$ cat config.mk
export PLATFORM = sky130hd
export DESIGN_NAME = wb_exmem_ctrl
export DESIGN_NICKNAME = d
export VERILOG_FILES = /design/src/rtl/wb_exmem_ctrl.sv
export SDC_FILE = /design/constraint.sdc
export NUM_CORES = 1
export LEC_CHECK = 0
export ABC_CLOCK_PERIOD_IN_PS = 1700
export BUFFER_PORTS_ARGS = -buffer_cell sky130_fd_sc_hd__buf_2
export CAP_MARGIN = 20
export CORE_MARGIN = 2
export CORE_UTILIZATION = 40
export DETAILED_ROUTE_END_ITERATION = 10
export PLACE_DENSITY = 0.78
export SLEW_MARGIN = 20
export SYNTH_ARGS = -nofsm -noshare
export SYNTH_HDL_FRONTEND = slang
export SYNTH_SLANG_ARGS = --single-unit
export TNS_END_PERCENT = 10
$ cat constraint.sdc
create_clock -name wb_clk_i -period 1.7 [get_ports wb_clk_i]
set_input_delay 0.17 -clock wb_clk_i [delete_from_list [all_inputs] [get_ports wb_clk_i]]
set_output_delay 0.17 -clock wb_clk_i [all_outputs]
set_load 0.02 [all_outputs]
$ cat src/rtl/wb_exmem_ctrl.sv
`default_nettype none
// ============================================================================
// Module      : wb_exmem_ctrl
// Description : Wishbone slave to single-port BRAM bridge with programmable
//               wait states between request accept and the BRAM access.
//               Optional WB_EXMEM_ADDR_CHECK_EN: requests outside BASE_ADDR
//               window are acked immediately with zero data, no BRAM access.
// Revision    : 1.0 - initial release
// ============================================================================
module wb_exmem_ctrl #(
    parameter int          DELAYS    = 10,
    parameter int          AW        = 10,
    parameter logic [31:0] BASE_ADDR = 32'h3800_0000
) (
    input  logic          wb_clk_i,
    input  logic          wb_rst_i,
    input  logic          wbs_cyc_i,
    input  logic          wbs_stb_i,
    input  logic          wbs_we_i,
    input  logic [3:0]    wbs_sel_i,
    input  logic [31:0]   wbs_adr_i,
    input  logic [31:0]   wbs_dat_i,
    output logic          wbs_ack_o,
    output logic [31:0]   wbs_dat_o,
    output logic          bram_en_o,
    output logic [3:0]    bram_we_o,
    output logic [AW-1:0] bram_adr_o,
    output logic [31:0]   bram_di_o,
    input  logic [31:0]   bram_do_i,
    output logic          busy_o
);

    localparam logic [1:0] S_IDLE = 2'd0;
    localparam logic [1:0] S_WAIT = 2'd1;
    localparam logic [1:0] S_MEM  = 2'd2;
    localparam logic [1:0] S_ACK  = 2'd3;

    localparam logic [7:0] C_DELAYS = 8'(DELAYS);

    logic [1:0]    r_state;
    logic [1:0]    w_next;
    logic [7:0]    r_cnt;
    logic [AW-1:0] r_adr;
    logic [31:0]   r_dat;
    logic [3:0]    r_we;
    logic          r_is_wr;
    logic          r_err;
    logic          r_sup;

    logic          w_req;
    logic          w_accept;
    logic          w_addr_ok;
    logic          w_unused_adr;

    assign w_req    = wbs_cyc_i & wbs_stb_i;
    assign w_accept = (r_state == S_IDLE) && w_req;

`ifdef WB_EXMEM_ADDR_CHECK_EN
    assign w_addr_ok = (wbs_adr_i[31:AW+2] == BASE_ADDR[31:AW+2]);
`else
    // Upper address bits alias onto the BRAM window.
    assign w_addr_ok = 1'b1;
`endif

    assign w_unused_adr = ^{wbs_adr_i[31:AW+2], wbs_adr_i[1:0]};

    // State register
    always_ff @(posedge wb_clk_i) begin
        if (wb_rst_i) begin
            r_state <= S_IDLE;
        end else begin
            r_state <= w_next;
        end
    end

    // Next-state logic
    always_comb begin
        w_next = r_state;
        case (r_state)
            S_IDLE: begin
                if (w_req) begin
                    if (!w_addr_ok) begin
                        w_next = S_ACK;
                    end else if (C_DELAYS != 8'd0) begin
                        w_next = S_WAIT;
                    end else begin
                        w_next = S_MEM;
                    end
                end
            end
            S_WAIT: begin
                if (!wbs_cyc_i) begin
                    w_next = S_IDLE;
                end else if (r_cnt <= 8'd1) begin
                    w_next = S_MEM;
                end
            end
            S_MEM:   w_next = S_ACK;
            S_ACK:   w_next = S_IDLE;
            default: w_next = S_IDLE;
        endcase
    end

    // Request latches, wait-state counter and ack suppression flag
    always_ff @(posedge wb_clk_i) begin
        if (wb_rst_i) begin
            r_cnt   <= 8'd0;
            r_adr   <= '0;
            r_dat   <= 32'd0;
            r_we    <= 4'd0;
            r_is_wr <= 1'b0;
            r_err   <= 1'b0;
            r_sup   <= 1'b0;
        end else begin
            if (w_accept) begin
                r_err <= !w_addr_ok;
                r_sup <= 1'b0;
                r_cnt <= C_DELAYS;
                if (w_addr_ok) begin
                    r_adr   <= wbs_adr_i[AW+1:2];
                    r_dat   <= wbs_dat_i;
                    r_we    <= wbs_sel_i & {4{wbs_we_i}};
                    r_is_wr <= wbs_we_i;
                end
            end else if (r_state == S_WAIT) begin
                r_cnt <= r_cnt - 8'd1;
            end
            // A master that leaves during MEM still gets its access but no ack.
            if ((r_state == S_MEM) && !wbs_cyc_i) begin
                r_sup <= 1'b1;
            end
        end
    end

    // Output decode
    always_comb begin
        bram_en_o  = (r_state == S_MEM);
        bram_we_o  = (r_state == S_MEM) ? r_we : 4'd0;
        bram_adr_o = r_adr;
        bram_di_o  = r_dat;
        wbs_ack_o  = (r_state == S_ACK) && wbs_cyc_i && !r_sup;
        wbs_dat_o  = (wbs_ack_o && !r_is_wr && !r_err) ? bram_do_i : 32'd0;
        busy_o     = (r_state != S_IDLE);
    end

endmodule
`default_nettype wire
==> metrics.txt, run 1 <==
GR Util met2 40.7%; unrepaired setup endpoints after global routing yes; worst-skew pair later-pin latency 320 ps; met1 usage 21.1%; sinks on the clock net 58; Critical Path Start Type flip-flop; Post-Place Worst Slack 98.0 ps; gr ovfl total 0; Post-synth EDFFs 0; largest net degree at the start of global routing 36; IR Drop Worst-Case VDD 0.736 mV; Min-Delay Path Depth 3; Buf+Inv Stages, Crit Path 2; Post-Syn Area 0.00243 mm²; static leakage 1.83 nW; Final ANT Viol Nets 0; reg2reg end r_cnt[7]$_SDFFE_PP0P_; clock slew at reported path FFs 60 ps; DR vias 2714; vias per cell 4.90; Pwr Total 3.10 mW; Crit-path slowest cell dfxtp_2; CP max stage delay 320 ps; reg2reg setup slack 70 ps; sequential area share after synthesis 47.8%; leading cell type by number of instances after synthesis nand2_1; Row Count 28; Post-synth top cells 92 x nand2_1, 58 x dfxtp_1, 52 x a21oi_1; post-DP HPWL 5.47 mm; global routing's busiest layer met2; Max transition margin 73.2%; status finished with violations; post-synth cell types 36; Max Fanout on Critical Path 8; Syn Area/Cell 7.84 µm²; Worst Path Required 1530 ps; Initial DRC Count 106; cts bufs inserted 9; failing checks setup timing; fraction of layout cells with a size suffix above 1 47.4%; Final GP Congestion 0.753; vias in the first global route 2418; Clock Tree Buf Depth 2; setup ws final -60.8 ps; 1st-pass router iterations 4; Syn Inst Count 310; global-route wire length before repair 10.7 mm; setup tns final -1010 ps; WP depth 5; R2R cell count 3; ys async rst share 0%; register bit total from synthesis 58; top post-synthesis cells by area dfxtp_1 48%, nand2_1 14%, a21oi_1 11%, and2_1 9.3%, clkbuf_1 2.3%; share of the synthesized area in the top cell type 47.8%; IO buf count 163; synth-to-layout area growth 56.9%; most used cell, CP buf_6; WHS Endpoint bram_di_o[3]$_SDFFE_PP0P_; die width 82.0 µm; Worst Setup End Kind primary output; drt wl/cell 14.8 µm; Core ar. 0.00589 mm²; Die H 82.0 µm; CTS H-tree lvls 3; min Tclk post-route 1760 ps; total track usage 21.1%; Root Driver clkbuf_8; FMAX 568 MHz; CTS tree done; Fin Hold WS 78.9 ps; Final setup viols 32; Initial Util 41.3%; diode count 0; FF-to-FF Start r_cnt[3]$_SDFFE_PP0P_; Syn Nets 417; count of final max-slew check failures 0; Worst-Margin Slew 402 ps; # DRC 0; worst-path cell chain and4b_1, nor2b_4, buf_6, and2_1, buf_6; hold_sp wbs_dat_i[3]; WP data arrival 1590 ps; YS warnings 0; overall die area 0.00672 mm²; io pins 186; Max-Cap Viols 0; hold buffers post-CTS 0; Final Hold Viols 0; family with the most delay on the worst path simple AND/OR/NAND/NOR gates; Setup Skew 4.21 ps; # nets final 582; Synth area leader dfxtp_1; Hold WC Path Type in -> reg; Critical Setup Path Class reg -> out; GR Util met3 8.24%; pwr dens 813 mW/mm²; final worst path period share 104%; Main synth FF type dfxtp_1; initial antenna violation count 0; drt total wl 8.18 mm
==> cells by family after synthesis <==
family / synth area share, %
XOR/XNOR: 0.721
multiplexers: 1.29
AND/OR/NAND/NOR: 32.4
adder cells (fa/ha/maj): 1.03
buffers and inverters: 4.12
flip-flops: 47.8
AO/OA/AOI/OAI: 12.7
==> state kept, by name, indices dropped and copies added, names as in the netlist, named ones only <==
register	count
bram_adr_o	10
r_sup	1
bram_di_o	32
r_cnt	8
r_we	4
r_state	1
r_is_wr	1
==> metrics by stage <==
step / cell area (µm²) / util [%] / instances
finish: 3810 / 64.8 / 554
global placement: 3340 / 56.8 / 536
CTS: 3680 / 62.5 / 553
detailed placement: 3340 / 56.8 / 536
global route: 3810 / 64.8 / 554
floorplan: 2430 / - / 310
==> power by group <==
group | leakage (nW) | switching [mW] | internal [mW]
logic | 1.27 | 0.340 | 0.255
clock network | 0.0827 | 0.501 | 0.510
registers | 0.474 | 0.0504 | 1.45
total | 1.83 | 0.891 | 2.21
==> area by class of cell <==
type / instances / area (µm²)
tap: 75 / 93.8
fill: 494 / 2070
multi-input combinational: 227 / 1250
inverter: 3 / 11.3
clock inverter: 4 / 20.0
sequential: 58 / 1160
timing repair buffer: 176 / 1140
clock buffer: 11 / 131
==> worst register-to-register path, cell delays in order (launching register included) <==
cell     delay, ps
dfxtp_1        340
or4_4          570
or4_1          510
a21oi_1        150
==> placed cells by master (no fill, tap or decap), types with 2 or more instances in the layout <==
cell / Yosys / final
nand2_1: 92 / 92
or2_2: 2 / 2
nand2b_1: 2 / 2
clkinv_2: 0 / 4
a21oi_1: 52 / 52
ha_1: 2 / 2
dfxtp_2: 0 / 3
and2_4: 0 / 27
nor2_1: 4 / 4
buf_6: 0 / 36
buf_2: 1 / 131
nand3_1: 6 / 6
or3_1: 4 / 4
nor4_1: 2 / 2
mux2i_1: 2 / 2
clkbuf_8: 0 / 9
o21ai_0: 2 / 2
and2_1: 36 / 9
dfxtp_1: 58 / 55
clkbuf_1: 15 / 2
nor2b_1: 4 / 2
nand3b_1: 2 / 2
buf_4: 1 / 8
inv_1: 3 / 3
==> worst max-delay path by stage <==
stage,from,endpoint,slack (ps)
after floorplan,r_state[0]$_SDFFE_PP0P_,wbs_dat_o[10],70
after global placement,r_cnt[3]$_SDFFE_PP0P_,r_cnt[7]$_SDFFE_PP0P_,110
after detailed placement,r_cnt[3]$_SDFFE_PP0P_,r_cnt[7]$_SDFFE_PP0P_,100
after CTS,r_sup$_SDFFE_PP0P_,wbs_dat_o[5],-50
after global routing,r_sup$_SDFFE_PP0P_,wbs_dat_o[18],-140
final,r_sup$_SDFFE_PP0P_,wbs_dat_o[18],-60
==> routing by layer <==
layer  vias to the layer above  wire, µm
met5                         -         0
met4                         0       177
met3                        13       747
met2                       123      4200
met1                      1241      3060
li1                       1337         -
==> what timing repair did <==
item	4_1_cts	5_1_grt
setup endpoints to repair	36	32
gates resized for setup	59	46
gates cloned	2	1
pin swaps	0	27
setup buffers	0	0
Note: power is estimated with default switching activity, not from simulation.
==> run 2: changes to the inputs <==
ABC_AREA = 1   (was not set)
CORE_UTILIZATION = 41   (was 40)
PLACE_DENSITY = 0.79   (was 0.78)
==> metrics.txt, run 2 <==
drt total wl 7.24 mm (-12%); overall die area 0.00691 mm² (+2.8%); WP data arrival 1610 ps (+20 ps); status finished with violations; postcts setup bufs 0 (unchanged); Main synth FF type dfxtp_1; FMAX 560 MHz (-1.3%); post-synth cell types 24 (-33%); Worst-Margin Slew 381 ps (-20.9 ps); CP max stage delay 350 ps (+30 ps); # nets final 635 (+9.1%); Critical Setup Path Class reg -> out; Syn Inst Count 362 (+17%); Critical Path Start Type flip-flop; CTS H-tree lvls 3 (unchanged); most frequent cells in the layout 131 x buf_2, 107 x nor2_1, 56 x inv_1, 56 x dfxtp_1, 47 x o21ai_0; drt wl/cell 11.9 µm (-19%); Placed Area 0.00346 mm² (+3.6%); Final Hold Viols 0 (unchanged); Final GP Congestion 0.809 (+7.4%); worst-skew pair later-pin latency 330 ps (about the same); Worst Setup End Kind primary output; cts bufs inserted 9 (unchanged); register bit total from synthesis 58 (unchanged); global-route wire length before repair 12.2 mm (+14%); post-layout utilization of the core 63.1% (-1.8 points); CTS tree done; total track usage 21.4% (+0.33 points); Max-Cap Viols 0 (unchanged); unrepaired setup endpoints after global routing yes; Syn Nets 469 (+12%); Setup Skew 6.98 ps (+2.78 ps); static leakage 2.03 nW (+11%); Post-Syn Area 0.00257 mm² (+5.6%); io pins 186 (unchanged); synth-to-layout area growth 47.2%; diode count 0 (unchanged); Clock Tree Buf Depth 2 (unchanged); Final setup viols 31 (-3.1%); Max transition margin 74.5% (+1.3 points); # DRC 0 (unchanged); Synth area leader dfxtp_1; sequential area share after synthesis 45.2% (-2.5 points); commonest non-fill, non-tap cell in the layout buf_2; initial antenna violation count 0 (unchanged); setup ws final -84.2 ps (-23.4 ps); share of the synthesized area in the top cell type 45.2% (-2.5 points); vias per cell 4.61 (-6.0%); gr ovfl total 0 (unchanged); Post-synth EDFFs 0 (unchanged); die width 83.1 µm (+1.4%); max reg flops 32 (unchanged); 1st-pass router iterations 5 (+1); IO buf count 163 (unchanged); count of final max-slew check failures 0 (unchanged); Fin Hold WS 50.9 ps (-28.0 ps); Hold WC Path Type in -> reg; Row Count 28 (unchanged); ys async rst share 0% (unchanged); largest net degree at the start of global routing 44 (+22%); Post-synth top cells 107 x nor2_1, 58 x dfxtp_1, 56 x inv_1; min Tclk post-route 1780 ps (+23.4 ps); leading cell type by number of instances after synthesis nor2_1; Worst Path Required 1530 ps (about the same); hold buffers post-CTS 0 (unchanged); top post-synthesis cells by area dfxtp_1 45%, nor2_1 16%, o21ai_0 9.2%, inv_1 8.2%, nor2_2 6.8%; clock slew at reported path FFs 60 ps (about the same); failing checks setup timing; Die H 83.1 µm (+1.4%); Max Fanout on Critical Path 32 (+24); Final ANT Viol Nets 0 (unchanged); post-DP HPWL 5.40 mm (-1.3%); sinks on the clock net 58 (unchanged); worst-path cell chain inv_2, nor4_4, nand2_2, buf_12, nor2_2, buf_4; fraction of layout cells with a size suffix above 1 41.7% (-5.7 points); final worst path period share 105% (+1.4 points); Root Driver clkbuf_8; Syn Area/Cell 7.09 µm² (-9.6%); pwr dens 858 mW/mm² (+5.5%); IR Drop Worst-Case VDD 0.606 mV (-18%); YS warnings 0 (unchanged); Initial DRC Count 99 (-6.6%); vias in the first global route 2763 (+14%); Core ar. 0.00599 mm² (+1.8%); Initial Util 42.8% (+1.5 points); DR vias 2796 (+3.0%); Crit-path slowest cell dfxtp_2; Post-Layout Inst Area 0.00378 mm² (-0.98%)
run 2: layout make-up:
cell class / count / area, µm²
multi-input combinational: 228 / 1080
inverter: 60 / 225
timing repair buffer: 171 / 1040
clock inverter: 3 / 15.0
clock buffer: 12 / 155
sequential: 58 / 1160
tap: 75 / 93.8
fill: 547 / 2210
run 2: through the flow:
step                      instances  setup WS [ps]  power, mW  setup TNS (ps)
after global placement          592            247       2.14               0
after floorplan                 362            140       1.92               0
after CTS                       607          -84.3       3.28           -1630
final                           607          -84.2       3.24            -948
after detailed placement        592            217       2.17               0
after global routing            607           -160       3.43           -3770
run 2: cell families after synthesis:
| group | Yosys count | share of synthesized area (%) |
|---|---|---|
| fa+ha+maj | 2 | 0.975 |
| buf+inv | 76 | 12.5 |
| compound gates | 58 | 11.8 |
| flops | 58 | 45.2 |
| simple gates | 168 | 29.4 |
run 2: report_power, final:
| group | leakage [nW] | internal, mW | switching [mW] |
|---|---|---|---|
| logic | 1.46 | 0.242 | 0.381 |
| clock network | 0.0920 | 0.593 | 0.509 |
| registers | 0.477 | 1.46 | 0.0524 |
run 2: final timing paths:
| path | to | slack [ps] | depth (start not counted) | start |
|---|---|---|---|---|
| min | flip-flop | 50 | 2 | wb_rst_i |
| max reg2reg | r_we[2]$_SDFFE_PP0P_ | 290 | 6 | flip-flop |
| max | wbs_dat_o[29] | -80 | 6 | flip-flop |
| min reg2reg | r_cnt[5]$_SDFFE_PP0P_ | 460 | 2 | r_cnt[5]$_SDFFE_PP0P_ |
run 2: worst max-delay path: cells and delay by family (launching register included):
family | cells | cell delay, ps
buffers and inverters | 3 | 420
and+or+nand+nor | 3 | 510
DFF | 1 | 350
run 2: what timing repair did:
item,CTS,global route
hold endpoints to repair,0,0
endpoints found under the setup margin,32,32
pin swaps,0,0
resized for setup,46,4
run 2: per-layer routing:
metal,vias up,global-route usage (%),wire (µm)
li1,1433,-,-
met1,1212,23.5,2740
met2,136,37.7,3620
met3,15,7.06,765
met4,0,9.24,119
met5,-,0,0
==> run 3: changes to the inputs <==
CORE_UTILIZATION = 40   (was 41)
PLACE_DENSITY = 0.77   (was 0.79)
==> metrics.txt, run 3 (synthesis gave the netlist of run 2 again) <==
status finished with violations; failing checks setup timing; Layout Cells excl Fill 608 (+0.16%); R2R cell count 6 (unchanged); worst-path cell chain inv_2, nor4_4, nand2_2, buf_12, nor2_1, buf_4; vias per cell 4.52 (-1.8%); drt total wl 6.84 mm (-5.6%); Setup Skew 7.63 ps (+0.646 ps); Metal-1 WL 2.67 mm (-2.4%); CTS H-tree lvls 3 (unchanged); Initial Util 40.9% (-2.0 points); Final Hold Viols 0 (unchanged); Hold WC Path Type in -> reg; Final GP Congestion 0.861 (+6.5%); final worst path period share 103% (-1.5 points); Worst Path Required 1530 ps (about the same); synth-to-layout area growth 46.7%; Post-Layout Inst Area 0.00376 mm² (-0.33%); Worst-Margin Slew 417 ps (+36.0 ps); sinks on the clock net 58 (unchanged); 1st-pass router iterations 4 (-1); largest net degree at the start of global routing 43 (-2.3%); post-DP HPWL 5.00 mm (-7.5%); # nets final 633 (-0.31%); overall die area 0.00707 mm² (+2.4%); CP max stage delay 350 ps (about the same); Placed Area 0.00344 mm² (-0.72%); clock slew at reported path FFs 60 ps (about the same); Filler cells 597 (+9.1%); Pwr Total 3.18 mW (-1.7%); Clock Tree Buf Depth 2 (unchanged); unrepaired setup endpoints after global routing yes; met3 WL post-DR 670 µm (-12%); # DRC 0 (unchanged); Die H 84.1 µm (+1.2%); die width 84.1 µm (+1.2%); post-layout utilization of the core 60.0% (-3.1 points); CTS tree done; postcts setup bufs 0 (unchanged); Root Driver clkbuf_8; most frequent cells in the layout 131 x buf_2, 107 x nor2_1, 56 x inv_1, 56 x dfxtp_1, 47 x o21ai_0; top layer in use met4; total track usage 19.0% (-2.4 points); Final setup viols 31 (unchanged); io pins 186 (unchanged); max reg flops 32 (unchanged); vias in the first global route 2562 (-7.3%); global-route wire length before repair 11.0 mm (-9.8%); Final ANT Viol Nets 0 (unchanged); Critical Setup Path Class reg -> out; IR Drop Worst-Case VDD 0.607 mV (+0.16%); Crit-path slowest cell dfxtp_2; fraction of layout cells with a size suffix above 1 41.2% (-0.49 points); setup ws final -58.3 ps (+25.8 ps); Max transition margin 72.2% (-2.3 points); met2 wire len 3.41 mm (-5.8%); Initial DRC Count 110 (+11%); commonest non-fill, non-tap cell in the layout buf_2; initial antenna violation count 0 (unchanged); diode count 0 (unchanged); cts bufs inserted 9 (unchanged); gr ovfl total 0 (unchanged); setup tns final -668 ps (+280 ps); worst-skew pair later-pin latency 330 ps (about the same); reg2reg setup slack 300 ps (about the same); pwr dens 846 mW/mm² (-1.4%); Core ar. 0.00628 mm² (+4.8%); Min-Delay Path Depth 2 (unchanged); min Tclk post-route 1760 ps (-25.8 ps); reg2reg end bram_di_o[24]$_SDFFE_PP0P_; drt wl/cell 11.2 µm (-5.7%); IO buf count 163 (unchanged); WHS Endpoint r_state[0]$_SDFFE_PP0P_; static leakage 2.02 nW (-0.68%); FF-to-FF Start r_state[0]$_SDFFE_PP0P_; count of final max-slew check failures 0 (unchanged); Critical Path Start Type flip-flop; WP data arrival 1590 ps (-20 ps); placed instance count 592 (unchanged); hold_sp wb_rst_i; Max Fanout on Critical Path 32 (unchanged); Max-Cap Viols 0 (unchanged); Row Count 29 (+3.6%); Worst Setup End Kind primary output; FMAX 569 MHz (+1.5%); DR vias 2751 (-1.6%)
==> run 3: changes by cell type in the layout (fill, tap and decap cells not counted), sizes merged <==
cell and delta:
clkbuf +1, buf -2
==> run 3: cell type report <==
class | count | area (µm²) | share of cell area [%]
Sequential cell | 58 | 1160 | 30.9
Multi-Input combinational cell | 228 | 1080 | 28.8
Timing Repair Buffer | 169 | 1030 | 27.4
Inverter | 60 | 225 | 5.98
Clock buffer | 13 | 149 | 3.95
Tap cell | 77 | 96.3 | 2.56
Clock inverter | 3 | 15.0 | 0.399
==> run 3: power by group <==
part	switching, mW	leakage (nW)	internal (mW)
Clock	0.502	0.0872	0.562
Sequential	0.0494	0.477	1.46
Combinational	0.374	1.45	0.234
Total	0.926	2.02	2.26
==> run 3: how the worst max path moves through the flow <==
stage | from | to | slack (ps) | cells past startpoint
2_1_floorplan | flip-flop | wbs_dat_o[10] | 140 | 5
3_3_place_gp | flip-flop | wbs_dat_o[31] | 260 | 6
3_5_place_dp | flip-flop | wbs_dat_o[31] | 230 | 6
4_1_cts | flip-flop | wbs_dat_o[31] | -80 | 6
5_1_grt | flip-flop | wbs_dat_o[31] | -180 | 6
6_report | flip-flop | wbs_dat_o[31] | -60 | 6
==> run 3: layer usage <==
layer / global-route usage (%) / vias up
li1: - / 1427
met1: 19.9 / 1190
met2: 34.2 / 126
met3: 6.63 / 8
met4: 8.36 / 0
met5: 0 / -
==> run 3: worst max-delay path, delay by kind of cell, from the launching register on <==
| kind | cells | cell delay (ps) |
|---|---|---|
| DFF | 1 | 350 |
| and+or+nand+nor | 3 | 490 |
| buffers and inverters | 3 | 400 |
==> run 3: what timing repair did <==
action	CTS	global route
endpoints found under the setup margin	32	32
gates resized for setup	45	10
hold buffers	0	0
==> run 3: through the flow <==
stage,hold slack [ps],worst slack (ps)
finish,46.8,-58.3
global route,39.5,-175
CTS,37.0,-81.7
detailed placement,401,229
global placement,391,256
floorplan,239,140
